`src/rtl/laplace_exacto_core.sv`:
```
// laplace_exacto_core: exact 4-neighbour Laplacian (4e - b - d - f - h) for
// greyscale pixels. Two register stages. The output is a sign bit plus an
// 8-bit magnitude that saturates at full scale.
module laplace_exacto_core #(
  parameter int unsigned PIX_W = 8
) (
  input  logic               clk,
  input  logic               rst,
  input  logic               in_valid,
  input  logic [PIX_W-1:0]   b,
  input  logic [PIX_W-1:0]   d,
  input  logic [PIX_W-1:0]   e,
  input  logic [PIX_W-1:0]   f,
  input  logic [PIX_W-1:0]   h,
  output logic               out_valid,
  output logic [PIX_W:0]     s
);

  // Neighbour sum and centre term both fit in PIX_W+2 bits without loss.
  localparam int unsigned SUM_W = PIX_W + 2;

  logic [SUM_W-1:0] sum_d, sum_q;
  logic [SUM_W-1:0] cen_d, cen_q;
  logic             vld_q;

  logic [SUM_W-1:0] mag_c;
  logic             neg_c;
  logic             sat_c;
  logic [PIX_W:0]   s_d, s_q;
  logic             out_valid_q;

  // Stage 1 operands: pairwise neighbour sum and the centre pixel scaled by 4.
  always_comb begin
    sum_d = (SUM_W'(b) + SUM_W'(d)) + (SUM_W'(f) + SUM_W'(h));
    cen_d = {e, 2'b00};
  end

  // Stage 1 registers. Data loads only on valid so idle X never enters the pipe.
  always_ff @(posedge clk) begin
    if (rst) begin
      sum_q <= '0;
      cen_q <= '0;
      vld_q <= 1'b0;
    end else begin
      vld_q <= in_valid;
      if (in_valid) begin
        sum_q <= sum_d;
        cen_q <= cen_d;
      end
    end
  end

  // Stage 2 math: the sign comes from a compare, and |r| is the exact difference in the right order.
  always_comb begin
    neg_c = (sum_q > cen_q);
    mag_c = neg_c ? SUM_W'(sum_q - cen_q) : SUM_W'(cen_q - sum_q);
    sat_c = |mag_c[SUM_W-1:PIX_W];
    s_d   = {neg_c, (sat_c ? {PIX_W{1'b1}} : mag_c[PIX_W-1:0])};
  end

  // Stage 2 registers. s holds its last result while the pipe is idle.
  always_ff @(posedge clk) begin
    if (rst) begin
      s_q         <= '0;
      out_valid_q <= 1'b0;
    end else begin
      out_valid_q <= vld_q;
      if (vld_q) begin
        s_q <= s_d;
      end
    end
  end

  assign s         = s_q;
  assign out_valid = out_valid_q;

endmodule

```
`config.mk`:
```
export PLATFORM = sky130hd
export DESIGN_NAME = laplace_exacto_core
export DESIGN_NICKNAME = d
export VERILOG_FILES = /design/src/rtl/laplace_exacto_core.sv
export SDC_FILE = /design/constraint.sdc
export NUM_CORES = 1
export LEC_CHECK = 0
export BUFFER_PORTS_ARGS = -buffer_cell sky130_fd_sc_hd__clkbuf_2
export CAP_MARGIN = 25
export CORE_UTILIZATION = 41
export DETAILED_ROUTE_END_ITERATION = 8
export PLACE_DENSITY_LB_ADDON = 0.1
export SYNTH_ARGS = -nofsm -noshare
export SYNTH_HDL_FRONTEND = slang
export SYNTH_SLANG_ARGS = --single-unit
```
`constraint.sdc`:
```
create_clock -name clk -period 3.2 [get_ports clk]
set_clock_uncertainty 0.15 [all_clocks]
set_input_delay 0.48 -clock clk [delete_from_list [all_inputs] [get_ports clk]]
set_output_delay 0.48 -clock clk [all_outputs]
set_load 0.02 [all_outputs]
```
==> results of run 1 <==
-- how the worst max path moves through the flow --
| stage | cells after the start | startpoint | endpoint | slack, ns |
|---|---|---|---|---|
| 2_1_floorplan | 13 | b[1] | sum_q[9] | -0.01 |
| 3_3_place_gp | 14 | b[1] | sum_q[9] | -0.18 |
| 3_5_place_dp | 13 | b[2] | sum_q[8] | -0.24 |
| 4_1_cts | 13 | b[2] | sum_q[8] | 0.05 |
| 5_1_grt | 14 | f[2] | sum_q[9] | 0.002 |
| 6_report | 14 | f[1] | sum_q[9] | 0.16 |
-- layer usage --
layer | wire, µm | vias to the layer above | GRT usage, %
li1 | - | 1089 | -
met1 | 2295 | 955 | 20.03
met2 | 2250 | 34 | 29.66
met3 | 130 | 6 | 3.409
met4 | 56 | 0 | 3.929
met5 | 0 | - | 0
-- cells by family after synthesis --
family                     Yosys count  synth area share [%]
muxes                               18                 7.150
AOI/OAI and AO/OA                   61                 17.28
xor gates and xnor gates            10                 3.476
adders and majority gates           41                 25.42
and+or+nand+nor                     63                 11.67
buffers and inverters               74                 11.97
DFF                                 29                 23.04
-- cells in the mapped netlist, drive strengths merged --
cell     number  area [µm²]
nand3         3       15.01
nand4         2       12.51
or2           1       6.260
xor2          2       17.52
o31ai         4       30.03
a21bo         1       10.01
ha           24       300.3
and2          1       6.260
o22ai         1       6.260
nand3b        2       15.01
dfxtp        29       580.6
or3           1       6.260
o2111ai       1       8.760
buf          11       65.06
and4          1       10.01
inv          63       236.5
nor3          5       25.02
nor2b         3       18.77
a211oi        9       77.57
mux2i        18       180.2
nor2         30       112.6
a2111oi       1       8.760
xnor2         8       70.07
o21ai         3       15.01
a211o         1       8.760
a311oi        2       17.52
nand2b        1       6.260
a31oi         2       12.51
o21bai        3       22.52
a31o          1       8.760
a221o         1       10.01
o2111a        1       12.51
nor3b         1       7.510
and3          2       12.51
a21oi        17       85.08
o211ai        4       30.03
nand2        10       40.04
a41oi         1       8.760
fa           17       340.3
o21a          1       7.510
a32o          1       10.01
a21o          6       45.04
-- flip-flops by register name (all words and copies together), names as in the netlist --
register,cells
vld_q,1
out_valid,1
sum_q,10
s,9
cen_q,8
-- stage by stage --
step	area, µm²	util, %
floorplan	2536	-
global placement	2878	48.61
detailed placement	2878	48.61
CTS	2994	50.57
global route	3014	50.91
finish	3014	50.91
-- worst max-delay path, cell delays in order --
cell	delay, ns
buf_6	0.07
inv_2	0.03
fa_1	0.53
inv_1	0.05
fa_1	0.44
ha_2	0.20
fa_2	0.34
a21o_1	0.17
a21oi_2	0.14
o21bai_1	0.11
a21oi_2	0.17
o21bai_1	0.09
a21oi_1	0.13
a211oi_1	0.08
-- repair_timing --
| action | CTS | global route |
|---|---|---|
| buffers inserted | 0 | 1 |
| setup endpoints to repair | 0 | 2 |
| resized for setup | 0 | 6 |
-- cells in the final DEF, fill, tap and decap left out, types with 3 or more instances in the layout --
master	synthesis	layout
o31ai_1	4	4
inv_1	63	60
nor3_1	5	5
a21oi_2	0	3
o21bai_1	3	3
dfxtp_1	29	29
o21ai_0	3	3
fa_1	17	16
inv_2	0	3
o211ai_1	4	4
nor2b_1	3	3
a21oi_1	17	14
xnor2_1	8	8
a211oi_1	7	7
clkbuf_2	0	51
ha_1	24	23
buf_4	1	8
a21o_1	6	6
nand2_1	9	9
nand3_1	3	3
clkbuf_8	0	6
nor2_1	30	30
mux2i_1	18	18
-- final cells by class --
cell class              count  share of cell area, %
multi-input cells         193                  55.09
flip-flops and latches     29                  19.26
repair buffers             60                  10.83
inverters                  63                  7.846
well taps                  75                  3.113
clock buffers               7                  2.864
clock inverters             1                 0.9963
-- where the power goes --
| part | internal (mW) | switching (mW) |
|---|---|---|
| Combinational | 0.502 | 0.589 |
| Sequential | 0.416 | 0.0365 |
| Clock | 0.253 | 0.134 |
| Total | 1.17 | 0.759 |
==> metrics.cfg, run 1 <==
[global_routing]
antenna_found_initial = 0
track_usage_pct = 16.56
grt_pass1_wl_um = 8321
grt_max_degree = 32
grt_overflow_total = 0
grt_pass1_vias = 1957

[flow_run]
maxCapViolCount = 0

[min_path]
hold_path_startpoint = e[0]
min_path_type = input pin to flip-flop
min_path_cells = 3
whs_endpoint = cen_q[2]

[route]
avgViaCountPerCell = 4.869
drc_errors = 0
drt_iter0_markers = 66
ant_nets = 0
vias = 2084
drt_wl_total_um = 4732
first_pass_iters = 4
wire_per_inst_um = 11.06

[die]
die_area_um2 = 6463
die_y_um = 80.40
rows = 28
die_x_um = 80.40
ios = 53
initial_core_util_pct = 42.56
core_um2 = 5921

[sta]
rsz0062_at_grt = no
relSlewSlack_pct = 55.19
slew_violations = 0
hold_viol = 0
fin_crit_sh_pct = 94.98
tightest_slew_ns = 0.6722
fmax_mhz = 329.0
setup_viol = 0
layout_setup_ws_ns = 0.1606
setup-tns-final_ns = 0
hold_slack_ns = 0.2914
finalCriticalPeriod_ns = 3.039

[synthesis]
syn-num-nets = 380
synth_area_um2 = 2520
synth-seq-cells = 29
syn-instance-count = 296
yosysUniqueCellTypes = 47
synth-seq-area-share_pct = 23.04
ys_warn_count = 0
synth_area_per_cell_um2 = 8.513

[placed_design]
io_buffers = 52
dpl.hpwl_um = 3827
dp.cells = 419
pre_cts_slack_ns = -0.2364
gp_congestion = 0.8224

[finish]
nFillCells = 605
drive_gt1_share_pct = 23.51
syn_to_final_growth_pct = 19.61
multi_input_area_um2 = 1660
final_nets = 436
num_antenna_cells = 0
final_cells = 428
seq_area_um2 = 580.6

[power_and_ir_drop]
power.density_nw_per_um2 = 640.5
p_total_mw = 1.931
ir_worst_vdd_mv = 0.2548
p_leak_nw = 1.541

[worst_setup_path]
r2r_setup_slack_ns = 0.28
cp-end-kind = flip-flop
cp_data_arrival_time_ns = 3.01
regToRegEndpoint = s[4]
r2r-start = sum_q[2]
r2r_cells = 10
critPathLaunchType = input pin
criticalPathCategory = input pin to flip-flop
crit_fanout = 2
worstPathRequired_ns = 3.18

[clock_tree]
cts_tree = built
cts.sinks = 29
path_clk_slew_ns = 0.07
cts-hold-fix-buffers = 0
cts_max_level = 2
numCtsBuffers = 5
cts_buffer_depth = 2
cts-root-buf = clkbuf_8
clock_latency_ns = 0.28

[run_status]
status = completed

No activity file was read; power rests on OpenSTA's default activity.
==> run 2, diff against run 1 <==
CELL_PAD_IN_SITES_DETAIL_PLACEMENT = 0   (was not set)
CELL_PAD_IN_SITES_GLOBAL_PLACEMENT = 1   (was not set)
CORE_UTILIZATION = 37   (was 41)
==> run 2 against run 1 <==
Against the previous run:
- hold slack got worse by 0.0059 ns
- clock power rose by 2%
- flip-flop and latch count did not move
- count of clock-buffer cells in the layout did not move
- setup slack got worse by 0.12 ns
- the flow now finishes with violations (DRC)
- routed wire length rose by 6.0%
- combinational power barely moved
- register-to-register slack got worse by 0.04 ns
- largest cell class unchanged
- sequential power barely moved
- highest routed layer unchanged
==> metrics.cfg, run 2 (same netlist as run 1, synthesis figures left out) <==
[power_and_ir_drop]
power.density_nw_per_um2 = 651.3  ; +1.7%
ir_worst_vdd_mv = 0.3758  ; +47%
p_leak_nw = 1.548  ; +0.47%

[finish]
regMostFlops = sum_q
final_util_pct = 46.90  ; -4.0 points
nFillCells = 653  ; +7.9%
final_cell_mix = 61 x inv_1, 51 x clkbuf_2, 30 x nor2_1
drive_gt1_share_pct = 23.80  ; +0.28 points
final_common_cell = inv_1
final_nets = 436  ; unchanged
syn_to_final_growth_pct = 20.21
num_antenna_cells = 0  ; unchanged
largest_reg_flops = 10  ; unchanged
stdcell_area_um2 = 3029  ; +0.50%

[clock_tree]
cts_buffer_depth = 2  ; unchanged
cts_tree = built
cts-root-buf = clkbuf_8
cts-hold-fix-buffers = 0  ; unchanged
path_clk_slew_ns = 0.06  ; about the same
numCtsBuffers = 5  ; unchanged
clock_latency_ns = 0.28  ; about the same
cts.sinks = 29  ; unchanged
cts_max_level = 2  ; unchanged

[die]
die_y_um = 84.53  ; +5.1%
rows = 29  ; +3.6%
core_um2 = 6459  ; +9.1%
ios = 53  ; unchanged
die_area_um2 = 7144  ; +11%
initial_core_util_pct = 39.02  ; -3.5 points
die_x_um = 84.53  ; +5.1%

[route]
vias = 2122  ; +1.8%
drt_wl_total_um = 5018  ; +6.0%
wl_met1_um = 2481  ; +8.1%
highest_layer = met4
wl_met3_um = 165  ; +27%
drt_iter0_markers = 62  ; -6.1%
met2RoutedLength_um = 2313  ; +2.8%
first_pass_iters = 8  ; +4
wire_per_inst_um = 11.67  ; +5.6%
drc_errors = 2  ; +2
ant_nets = 0  ; unchanged
avgViaCountPerCell = 4.935  ; +1.3%

[worst_setup_path]
crit_fanout = 2  ; unchanged
regToRegEndpoint = s[4]
cp-end-kind = flip-flop
path_cells = buf_6 > inv_2 > fa_1 > inv_2 > fa_1 > ha_2 > fa_2 > a21o_1 > a21oi_2 > o21bai_1 > a21oi_2 > o21bai_1 > a21oi_1 > a211oi_2
criticalPathCategory = input pin to flip-flop
slowest_delay_ns = 0.54  ; about the same
crit_path_end = sum_q[9]
cpMaxStageDelayCell = fa_1
r2r_cells = 10  ; unchanged
critPathLaunchType = input pin
critPathLaunch = f[1]
r2r_setup_slack_ns = 0.24  ; -0.04 ns
cp_data_arrival_time_ns = 3.15  ; +0.14 ns
worstPathRequired_ns = 3.19  ; about the same
r2r-start = sum_q[2]

[global_routing]
grt_pass1_wl_um = 9032  ; +8.5%
grt_max_degree = 32  ; unchanged
grt_pass1_vias = 2113  ; +8.0%
track_usage_pct = 15.36  ; -1.2 points
antenna_found_initial = 0  ; unchanged
grt_overflow_total = 0  ; unchanged

[flow_run]
maxCapViolCount = 0  ; unchanged

[sta]
fmax_mhz = 316.4  ; -3.8%
finalCriticalPeriod_ns = 3.161  ; +0.1216 ns
setup_viol = 0  ; unchanged
layout_setup_ws_ns = 0.03897  ; -0.1216 ns
rsz0062_at_grt = yes
hold_slack_ns = 0.2855  ; -0.005906 ns
slew_violations = 0  ; unchanged
relSlewSlack_pct = 55.33  ; +0.14 points
hold_viol = 0  ; unchanged
tightest_slew_ns = 0.6701  ; -0.002083 ns
fin_crit_sh_pct = 98.78  ; +3.8 points

[placed_design]
dpl.hpwl_um = 3953  ; +3.3%
place_area_um2 = 2880  ; about the same
gp_congestion = 0.7707  ; -6.3%
io_buffers = 52  ; unchanged
pre_cts_slack_ns = -0.2251  ; +0.01129 ns

[min_path]
hold_path_startpoint = e[4]
min_path_type = input pin to flip-flop

[run_status]
status = complete, but fails checks
violations = DRC

-- run 2: cell counts in the layout (fill, tap and decap cells not counted) --
No cell type changed its count.
-- run 2: layer usage --
layer | up-vias | GRT usage, %
li1 | 1085 | -
met1 | 996 | 19.09
met2 | 35 | 27.42
met3 | 6 | 3.048
met4 | 0 | 3.390
met5 | - | 0
-- run 2: worst min path at each step --
stage | cells past startpoint | slack, ns | endpoint
after global placement | 2 | 0.31 | s[8]
final | 3 | 0.29 | cen_q[6]
after global routing | 3 | 0.30 | cen_q[2]
after floorplan | 2 | 0.31 | cen_q[9]
after detailed placement | 2 | 0.32 | s[8]
after CTS | 3 | 0.28 | cen_q[2]
-- run 2: repair_timing --
action                                  4_1_cts  5_1_grt
resized for setup                             0        7
endpoints found under the setup margin        0        3
hold endpoints to repair                      0        0
buffers inserted                              0        1
-- run 2: metrics by stage --
step / setup TNS (ns) / power, mW / instances
after floorplan: -0.01417 / 1.318 / 296
after global placement: -0.4484 / 1.550 / 421
after detailed placement: -0.5326 / 1.556 / 421
after CTS: 0 / 1.959 / 429
after global routing: -0.1771 / 2.154 / 430
final: 0 / 1.973 / 430
-- run 2: critical path, delay by kind of cell --
family / cells / cell delay (ns)
buffers and inverters: 3 / 0.14
adders and majority gates: 4 / 1.58
AOI/OAI and AO/OA: 7 / 0.95
-- run 2: final cells by class --
class                           count  area (µm²)  share of cell area (%)
Multi-Input combinational cell    193        1673                   55.22
Tap cell                           77       96.34                   3.180
Inverter                           63       236.5                   7.807
Clock inverter                      1       30.03                  0.9913
Clock buffer                        7       86.33                   2.850
Timing Repair Buffer               60       326.6                   10.78
Sequential cell                    29       580.6                   19.17
-- run 2: where the power goes --
group / total [mW] / internal, mW / switching (mW)
Sequential: 0.454 / 0.416 / 0.0378
Clock: 0.395 / 0.254 / 0.142
Combinational: 1.12 / 0.515 / 0.609
Total: 1.97 / 1.18 / 0.789
